## config.mk

```make
export PLATFORM = sky130hd
export DESIGN_NAME = aclk_ctrl_fsm_flat
export DESIGN_NICKNAME = d
export VERILOG_FILES = /design/src/rtl/aclk_ctrl_fsm_if.sv /design/src/rtl/aclk_ctrl_fsm.sv /design/src/flat_wrapper.sv
export SDC_FILE = /design/constraint.sdc
export NUM_CORES = 1
export LEC_CHECK = 0
export ABC_AREA = 0
export BUFFER_PORTS_ARGS = -buffer_cell sky130_fd_sc_hd__buf_2
export CORE_MARGIN = 4
export CORE_UTILIZATION = 40
export DETAILED_ROUTE_END_ITERATION = 10
export HOLD_SLACK_MARGIN = 0.05
export PLACE_DENSITY = 0.6
export SETUP_SLACK_MARGIN = 0.02
export SLEW_MARGIN = 20
export SYNTH_ARGS = -nofsm -noshare
export SYNTH_HDL_FRONTEND = slang
export SYNTH_SLANG_ARGS = --single-unit
export TNS_END_PERCENT = 100
```

## constraint.sdc

```tcl
create_clock -name clk -period 2.8 [get_ports clk]
set_clock_uncertainty 0.15 [all_clocks]
set_input_delay 0.28 -clock clk [delete_from_list [all_inputs] [get_ports clk]]
set_output_delay 0.28 -clock clk [all_outputs]
set_load 0.05 [all_outputs]
```

## src/rtl/aclk_ctrl_fsm_if.sv

```systemverilog
// Keypad/button inputs and display/strobe outputs of the alarm clock key-entry controller.
interface aclk_ctrl_fsm_if;
  logic [3:0] key;
  logic       alarm_button;
  logic       time_button;
  logic       one_second;
  logic       shift;
  logic       show_new_time;
  logic       show_a;
  logic       load_new_a;
  logic       load_new_c;
  logic [2:0] digits_entered;

  modport master (
    output key, alarm_button, time_button, one_second,
    input  shift, show_new_time, show_a, load_new_a, load_new_c, digits_entered
  );

  modport slave (
    input  key, alarm_button, time_button, one_second,
    output shift, show_new_time, show_a, load_new_a, load_new_c, digits_entered
  );
endinterface

```

## src/rtl/aclk_ctrl_fsm.sv

```systemverilog
// Key-entry control FSM for the alarm clock: shift strobes, display select,
// load strobes for alarm/clock and an inactivity timeout back to time display.
module aclk_ctrl_fsm #(
  parameter int         TIMEOUT_SEC = 10,
  parameter logic [3:0] NOKEY       = 4'hA
) (
  input  logic            clk,
  input  logic            reset,
  aclk_ctrl_fsm_if.slave  bus
);

  localparam int            CW       = $clog2(TIMEOUT_SEC + 1);
  localparam logic [CW-1:0] CNT_LAST = CW'(TIMEOUT_SEC - 1);
  localparam logic [CW-1:0] CNT_MAX  = CW'(TIMEOUT_SEC);

  typedef enum logic [2:0] {
    SHOW_TIME, SHOW_ALARM, KEY_STORED, KEY_WAITED,
    KEY_ENTRY, LOAD_TIME, LOAD_ALARM, WAIT_REL
  } state_t;

  state_t        state, state_next;
  logic [CW-1:0] cnt;
  logic [2:0]    digits;
  logic          key_valid;
  logic          timeout;

  // Digit codes sit below NOKEY; NOKEY and everything above read as "no key".
  assign key_valid = (bus.key < NOKEY);
  // >= keeps the timeout reachable if the counter stepped past the last value on a release cycle.
  assign timeout   = bus.one_second && (cnt >= CNT_LAST);
  assign bus.digits_entered = digits;

  always_ff @(posedge clk) begin
    if (reset) begin
      state  <= SHOW_TIME;
      cnt    <= '0;
      digits <= '0;
    end else begin
      state <= state_next;
      if (state_next == SHOW_TIME || state_next == KEY_STORED)
        cnt <= '0;
      else if ((state == KEY_WAITED || state == KEY_ENTRY) && bus.one_second && cnt < CNT_MAX)
        cnt <= cnt + 1'b1;
      if (state == SHOW_TIME && state_next == KEY_STORED)
        digits <= '0;
      else if (state == KEY_STORED && digits != 3'd4)
        digits <= digits + 3'd1;
    end
  end

  always_comb begin
    state_next        = state;
    bus.shift         = 1'b0;
    bus.show_new_time = 1'b0;
    bus.show_a        = 1'b0;
    bus.load_new_a    = 1'b0;
    bus.load_new_c    = 1'b0;
    case (state)
      SHOW_TIME: begin
        if (key_valid)             state_next = KEY_STORED;
        else if (bus.alarm_button) state_next = SHOW_ALARM;
      end
      SHOW_ALARM: begin
        bus.show_a = 1'b1;
        if (!bus.alarm_button) state_next = SHOW_TIME;
      end
      KEY_STORED: begin
        bus.shift         = 1'b1;
        bus.show_new_time = 1'b1;
        state_next        = KEY_WAITED;
      end
      KEY_WAITED: begin
        bus.show_new_time = 1'b1;
        if (!key_valid)   state_next = KEY_ENTRY;
        else if (timeout) state_next = SHOW_TIME;
      end
      KEY_ENTRY: begin
        bus.show_new_time = 1'b1;
        if (key_valid)                                  state_next = KEY_STORED;
        else if (bus.time_button && digits == 3'd4)     state_next = LOAD_TIME;
        else if (bus.alarm_button && digits == 3'd4)    state_next = LOAD_ALARM;
        else if (timeout)                               state_next = SHOW_TIME;
      end
      LOAD_TIME: begin
        bus.load_new_c = 1'b1;
        state_next     = SHOW_TIME;
      end
      LOAD_ALARM: begin
        bus.load_new_a = 1'b1;
        state_next     = WAIT_REL;
      end
      // Hold here until ALARM is released so the committing press does not show the alarm.
      WAIT_REL: begin
        if (!bus.alarm_button) state_next = SHOW_TIME;
      end
      default: state_next = SHOW_TIME;
    endcase
  end

endmodule

```

## src/flat_wrapper.sv

```systemverilog
// flat-port wrapper written by rule: the top's interface ports become plain ports
module aclk_ctrl_fsm_flat 
#(
  parameter int         TIMEOUT_SEC = 10,
  parameter logic [3:0] NOKEY       = 4'hA
)
  (clk, reset, bus_key, bus_alarm_button, bus_time_button, bus_one_second, bus_shift, bus_show_new_time, bus_show_a, bus_load_new_a, bus_load_new_c, bus_digits_entered);
  aclk_ctrl_fsm_if bus_i ();
  input  logic clk;
  input  logic reset;
  input wire logic [$bits(bus_i.key)-1:0] bus_key;
  input wire logic [$bits(bus_i.alarm_button)-1:0] bus_alarm_button;
  input wire logic [$bits(bus_i.time_button)-1:0] bus_time_button;
  input wire logic [$bits(bus_i.one_second)-1:0] bus_one_second;
  output wire logic [$bits(bus_i.shift)-1:0] bus_shift;
  output wire logic [$bits(bus_i.show_new_time)-1:0] bus_show_new_time;
  output wire logic [$bits(bus_i.show_a)-1:0] bus_show_a;
  output wire logic [$bits(bus_i.load_new_a)-1:0] bus_load_new_a;
  output wire logic [$bits(bus_i.load_new_c)-1:0] bus_load_new_c;
  output wire logic [$bits(bus_i.digits_entered)-1:0] bus_digits_entered;
  assign bus_i.key = bus_key;
  assign bus_i.alarm_button = bus_alarm_button;
  assign bus_i.time_button = bus_time_button;
  assign bus_i.one_second = bus_one_second;
  assign bus_shift = bus_i.shift;
  assign bus_show_new_time = bus_i.show_new_time;
  assign bus_show_a = bus_i.show_a;
  assign bus_load_new_a = bus_i.load_new_a;
  assign bus_load_new_c = bus_i.load_new_c;
  assign bus_digits_entered = bus_i.digits_entered;
  aclk_ctrl_fsm #(.TIMEOUT_SEC(TIMEOUT_SEC), .NOKEY(NOKEY)) u_core (.clk(clk), .reset(reset), .bus(bus_i));
endmodule
```

==> results.yml, run 1 <==
power_and_ir_drop:
  finalPower_mw: 0.408
  power_leakage_nw: 0.352
  ir_worst_vdd_uv: 332
  powerDensity_nw_per_um2: 463
timing:
  slew_viol_final: 0
  hold_viol_final: 0
  period_needed_ns: 2.10
  post-route-period-util_pct: 75.0
  clock.fmax_ghz: 0.476
  tightest_slew_ns: 0.469
  report.final.setup_viol: 0
  whs_ns: 0.0859
  setup_tns_ns: 0
  slew_headroom_pct: 68.7
  setup_ws_ns: 0.700
  rsz0062_at_grt: "no"
clocking:
  cts_buffers: 3
  clock_sinks: 10
  clock_latency_ns: 0.27
  ctsHoldBuffers: 0
  cts_resized: 0
  clockBufferDepth: 2
  clockRootBuffer: "clkbuf_4"
  cts.clk_slew.worst_paths_ns: 0.07
  cts_setup_buffers: 0
  htreeDepth: 1
  cts_tree: "built"
place:
  pre_cts_ws_ns: 0.785
  dp_hpwl_mm: 1.24
  place_congestion: 0.751
  placed_area_um2: 845
  numPortBuffers: 15
  dp.cells: 127
yosys:
  syn-mean-instance-area_um2: 8.51
  syn_nets: 104
  synth_area_um2: 766
  synth_cells: 90
  async_reset_ff_share_pct: 0
  seq_area_frac_synth_pct: 26.1
  ys_warn_count: 0
  yosys_register_bits: 10
  synth.distinct_cells: 39
  yosys_most_used_dff: "dfxtp_1"
  synth_edf_count: 0
setup_path:
  path_max_fanout: 13
  start_kind: "flop"
  max_stage_delay_ns: 0.61
  crit_path_top_delay_cell: "dfxtp_1"
  r2r_end: "u_core.cnt[0]"
  cp.arrival_ns: 1.67
  cp.required_ns: 2.37
  cp_cell_sequence: "or3b_4 > nand2_1 > buf_2"
  r2r-start: "u_core.cnt[0]"
  cp-end-kind: "primary output"
  worstRegToRegCells: 7
  critPathKind: "flop to primary output"
  r2r_slack_ns: 0.80
global_route:
  grt_max_degree: 14
  grt_overflow_total: 0
  antenna_found_initial: 0
  grt_pass1_vias: 664
  grt_util_all_layers_pct: 14.0
  grt_pass1_wl_mm: 2.84
drt:
  vias_per_cell: 5.37
  drt-total-wl_mm: 1.61
  dr.first_iter.drc_count: 10
  avgRoutedWirePerCell_um: 12.3
  vias: 704
  drc: 0
  firstDrtPassIters: 3
  ant_nets: 0
finish:
  fin_cells: 131
  antenna_cells: 0
  nets: 121
  mostFrequentLayoutCells: "15 x buf_2, 12 x nand2_1, 10 x dfxtp_1, 8 x nor2_1, 6 x inv_1"
  drive_above_1_share_pct: 30.2
  area_delta_synth_final_pct: 15.0
  multi_input_area_um2: 515
  design_area_um2: 881
  nFillCells: 196
  post-route-util_pct: 49.9
  final_common_cell: "buf_2"
  regArea_um2: 200
min_path:
  hold_start: "reset"
  hold_end: "u_core.state[1]"
  whs_path_depth: 2
  holdCritPathClass: "input port to flop"
floorplanning:
  dieArea_um2: 2680
  fp-row-count: 15
  die_x_um: 51.8
  start_util_pct: 43.4
  pin_count: 17
  die_h_um: 51.8
  core_um2: 1760
run_status:
  status: "finished clean"
flow_run:
  maxCapViolCount: 0
worst max-delay path by stage:
stage / startpoint / endpoint / slack, ns / cells after the start
3_5_place_dp: u_core.cnt[0] / u_core.cnt[3] / 0.78 / 7
3_3_place_gp: u_core.cnt[1] / u_core.cnt[3] / 0.83 / 7
5_1_grt: u_core.cnt[0] / u_core.cnt[0] / 0.63 / 7
4_1_cts: u_core.state[2] / bus_show_new_time / 0.71 / 3
2_1_floorplan: u_core.state[2] / bus_load_new_c / 0.68 / 3
6_report: u_core.state[2] / bus_show_new_time / 0.70 / 3
per-layer routing:
| layer | GRT usage, % | wire length (µm) | vias up |
|---|---|---|---|
| met2 | 21.0 | 700 | 10 |
| met1 | 19.1 | 828 | 329 |
| met5 | 0 | 0 | - |
| met3 | 1.72 | 57 | 4 |
| li1 | - | - | 361 |
| met4 | 7.86 | 22 | 0 |
cells by family after synthesis:
| family | count (synthesis) | share of synthesized area [%] |
|---|---|---|
| compound gates | 24 | 25.2 |
| fa+ha+maj | 5 | 8.17 |
| simple gates | 40 | 31.7 |
| xor+xnor | 2 | 2.29 |
| buf+inv | 9 | 6.53 |
| flops | 10 | 26.1 |
worst max-delay path: cells and delay by family, from the launching register on:
family        cells  cell delay (ns)
buf+inv           1             0.25
flops             1             0.61
simple gates      2             0.54
synth_stat cells, types with 2 or more instances:
cell,number,area share (%)
nand2_1,12,5.9
dfxtp_1,10,26
nor2_1,8,3.9
inv_1,6,2.9
ha_1,5,8.2
a21oi_1,3,2.0
nor3_1,3,2.0
o211ai_1,3,2.9
o21ai_0,3,2.0
a31oi_1,2,1.6
a41oi_1,2,2.3
and2b_1,2,2.0
buf_6,2,2.9
nand2b_1,2,1.6
nor3_2,2,2.6
xnor2_1,2,2.3
power by group:
group | switching, mW | internal (mW) | total [mW]
Clock | 0.0542 | 0.0790 | 0.133
Sequential | 0.0152 | 0.149 | 0.164
Combinational | 0.0716 | 0.0393 | 0.111
Total | 0.141 | 0.267 | 0.408
registers in the layout, indices dropped and copies added (netlist names):
signal / flops
u_core.cnt: 4
u_core.bus.digits_entered: 3
u_core.state: 3
layout make-up:
cell class	count	share of cell area (%)
multi-input combinational	71	58.5
sequential	10	22.7
timing repair buffer	15	8.52
clock buffer	4	4.12
tap	25	3.55
inverter	6	2.56
(Power assumes the default switching activity.)
==> run 2: changes to the inputs <==
--- a/config.mk
+++ b/config.mk
@@ -11,7 +11,7 @@
 export CORE_UTILIZATION = 40
 export DETAILED_ROUTE_END_ITERATION = 10
 export HOLD_SLACK_MARGIN = 0.05
-export PLACE_DENSITY = 0.6
+export PLACE_DENSITY = 0.62
 export SETUP_SLACK_MARGIN = 0.02
 export SLEW_MARGIN = 20
 export SYNTH_ARGS = -nofsm -noshare
==> constraint.sdc (replaced) <==
create_clock -name clk -period 1.8 [get_ports clk]
set_clock_uncertainty 0.15 [all_clocks]
set_input_delay 0.18 -clock clk [delete_from_list [all_inputs] [get_ports clk]]
set_output_delay 0.18 -clock clk [all_outputs]
set_load 0.05 [all_outputs]
==> results.yml, run 2 (same netlist as run 1, synthesis figures left out) <==
run_status:
  status: "finished clean"
setup_path:
  cp.required_ns: 1.79
  cp.arrival_ns: 1.73
  start_kind: "flop"
  path_max_fanout: 4
  critPathKind: "flop to flop"
  cp-end-kind: "flop"
  worstRegToRegCells: 7
drt:
  vias: 754
  drt-total-wl_mm: 1.82
  vias_per_cell: 5.24
  drc: 0
  avgRoutedWirePerCell_um: 12.7
  dr.first_iter.drc_count: 13
  firstDrtPassIters: 4
  ant_nets: 0
global_route:
  grt_pass1_wl_mm: 3.11
  grt_util_all_layers_pct: 15.1
  grt_pass1_vias: 762
  antenna_found_initial: 0
  grt_overflow_total: 0
  grt_max_degree: 12
place:
  numPortBuffers: 15
  pre_cts_ws_ns: -0.0552
  place_congestion: 0.813
  dp_hpwl_mm: 1.41
power_and_ir_drop:
  ir_worst_vdd_uv: 437
  powerDensity_nw_per_um2: 605
  power_leakage_nw: 0.425
finish:
  nets: 134
  antenna_cells: 0
  mostFrequentLayoutCells: "13 x buf_4, 12 x nand2_1, 12 x buf_2, 7 x nor2_1, 5 x clkbuf_4"
  drive_above_1_share_pct: 50.4
  area_delta_synth_final_pct: 37.6
  final_common_cell: "buf_4"
  regMostFlops: "u_core.cnt"
  largest_register_ffs: 4
  post-route-util_pct: 59.7
flow_run:
  maxCapViolCount: 0
timing:
  report.final.setup_viol: 0
  rsz0062_at_grt: "yes"
  slew_viol_final: 0
  clock.fmax_ghz: 0.574
  post-route-period-util_pct: 96.7
  tightest_slew_ns: 0.465
  period_needed_ns: 1.74
  slew_headroom_pct: 68.8
  setup_ws_ns: 0.0591
  hold_viol_final: 0
clocking:
  cts.clk_slew.worst_paths_ns: 0.07
  clock_latency_ns: 0.26
  cts_tree: "built"
  htreeDepth: 1
  clockBufferDepth: 2
  clockRootBuffer: "clkbuf_4"
  clock_sinks: 10
  cts_buffers: 3
min_path:
  holdCritPathClass: "input port to flop"
  whs_path_depth: 4
floorplanning:
  core_um2: 1760
  die_h_um: 51.8
  die_x_um: 51.8
  pin_count: 17
  dieArea_um2: 2680
  start_util_pct: 43.4
  fp-row-count: 15
==> run 2: cell count changes in the layout (fill, tap and decap cells not counted), moves of 2 or more <==
cell / change
buf_2: -3
buf_4: +13
clkbuf_4: +2
dfxtp_1: -7
dfxtp_2: +4
dfxtp_4: +3
ha_1: -3
ha_4: +2
inv_1: -4
inv_2: +4
==> run 2: final timing paths <==
kind / startpoint / endpoint / slack [ns]
setup / recovery: u_core.cnt[0] / u_core.cnt[3] / 0.06
hold / removal: bus_key[3] / u_core.state[0] / 0.20
setup reg to reg: u_core.cnt[0] / u_core.cnt[3] / 0.06
hold reg to reg: u_core.bus.digits_entered[2] / u_core.bus.digits_entered[2] / 0.40
==> run 2: repair_timing <==
| action | CTS | global route |
|---|---|---|
| buffers inserted | 0 | 1 |
| resized for setup | 9 | 13 |
| endpoints found under the hold margin | 1 | 0 |
| pin swaps | 6 | 5 |
| setup endpoints to repair | 6 | 7 |
| hold buffers | 1 | 0 |
==> run 2: per-stage QoR <==
step	area [µm²]	total power [mW]	TNS, ns	instances	hold slack (ns)
after floorplan	785	0.400	0	90	0.109
after global placement	951	0.462	-0.0593	139	0.284
after detailed placement	951	0.465	-0.152	139	0.283
after CTS	1020	0.638	0	144	0.206
after global routing	1050	0.677	-0.0314	144	0.220
final	1050	0.638	0	144	0.201
==> run 2: layer usage <==
metal	share of wire, %	vias to the layer above	global-route usage [%]
li1	-	389	-
met1	45	349	16.9
met2	50	14	28.4
met3	4.9	2	3.15
met4	0.71	0	3.93
met5	0	-	0
==> run 2: where the power goes <==
part | internal, mW | leakage (nW) | switching [mW]
Combinational | 0.0959 | 0.325 | 0.129
Sequential | 0.233 | 0.0851 | 0.0192
Clock | 0.0854 | 0.0150 | 0.0749
Total | 0.414 | 0.425 | 0.224
==> run 2: layout make-up <==
type / count / area (µm²)
fillers: 169 / 711
multi-input cells: 71 / 574
flip-flops and latches: 10 / 216
repair buffers: 28 / 183
well taps: 25 / 31.3
clock buffers: 4 / 26.3
inverters: 6 / 22.5
==> run 2: worst max-delay path, cell delays in order (launching register included) <==
cell       delay [ns]
dfxtp_2          0.35
inv_2            0.05
ha_4             0.15
nor3b_4          0.15
o2111ai_2        0.18
a41oi_2          0.16
a311oi_4         0.35
nor2_1           0.09
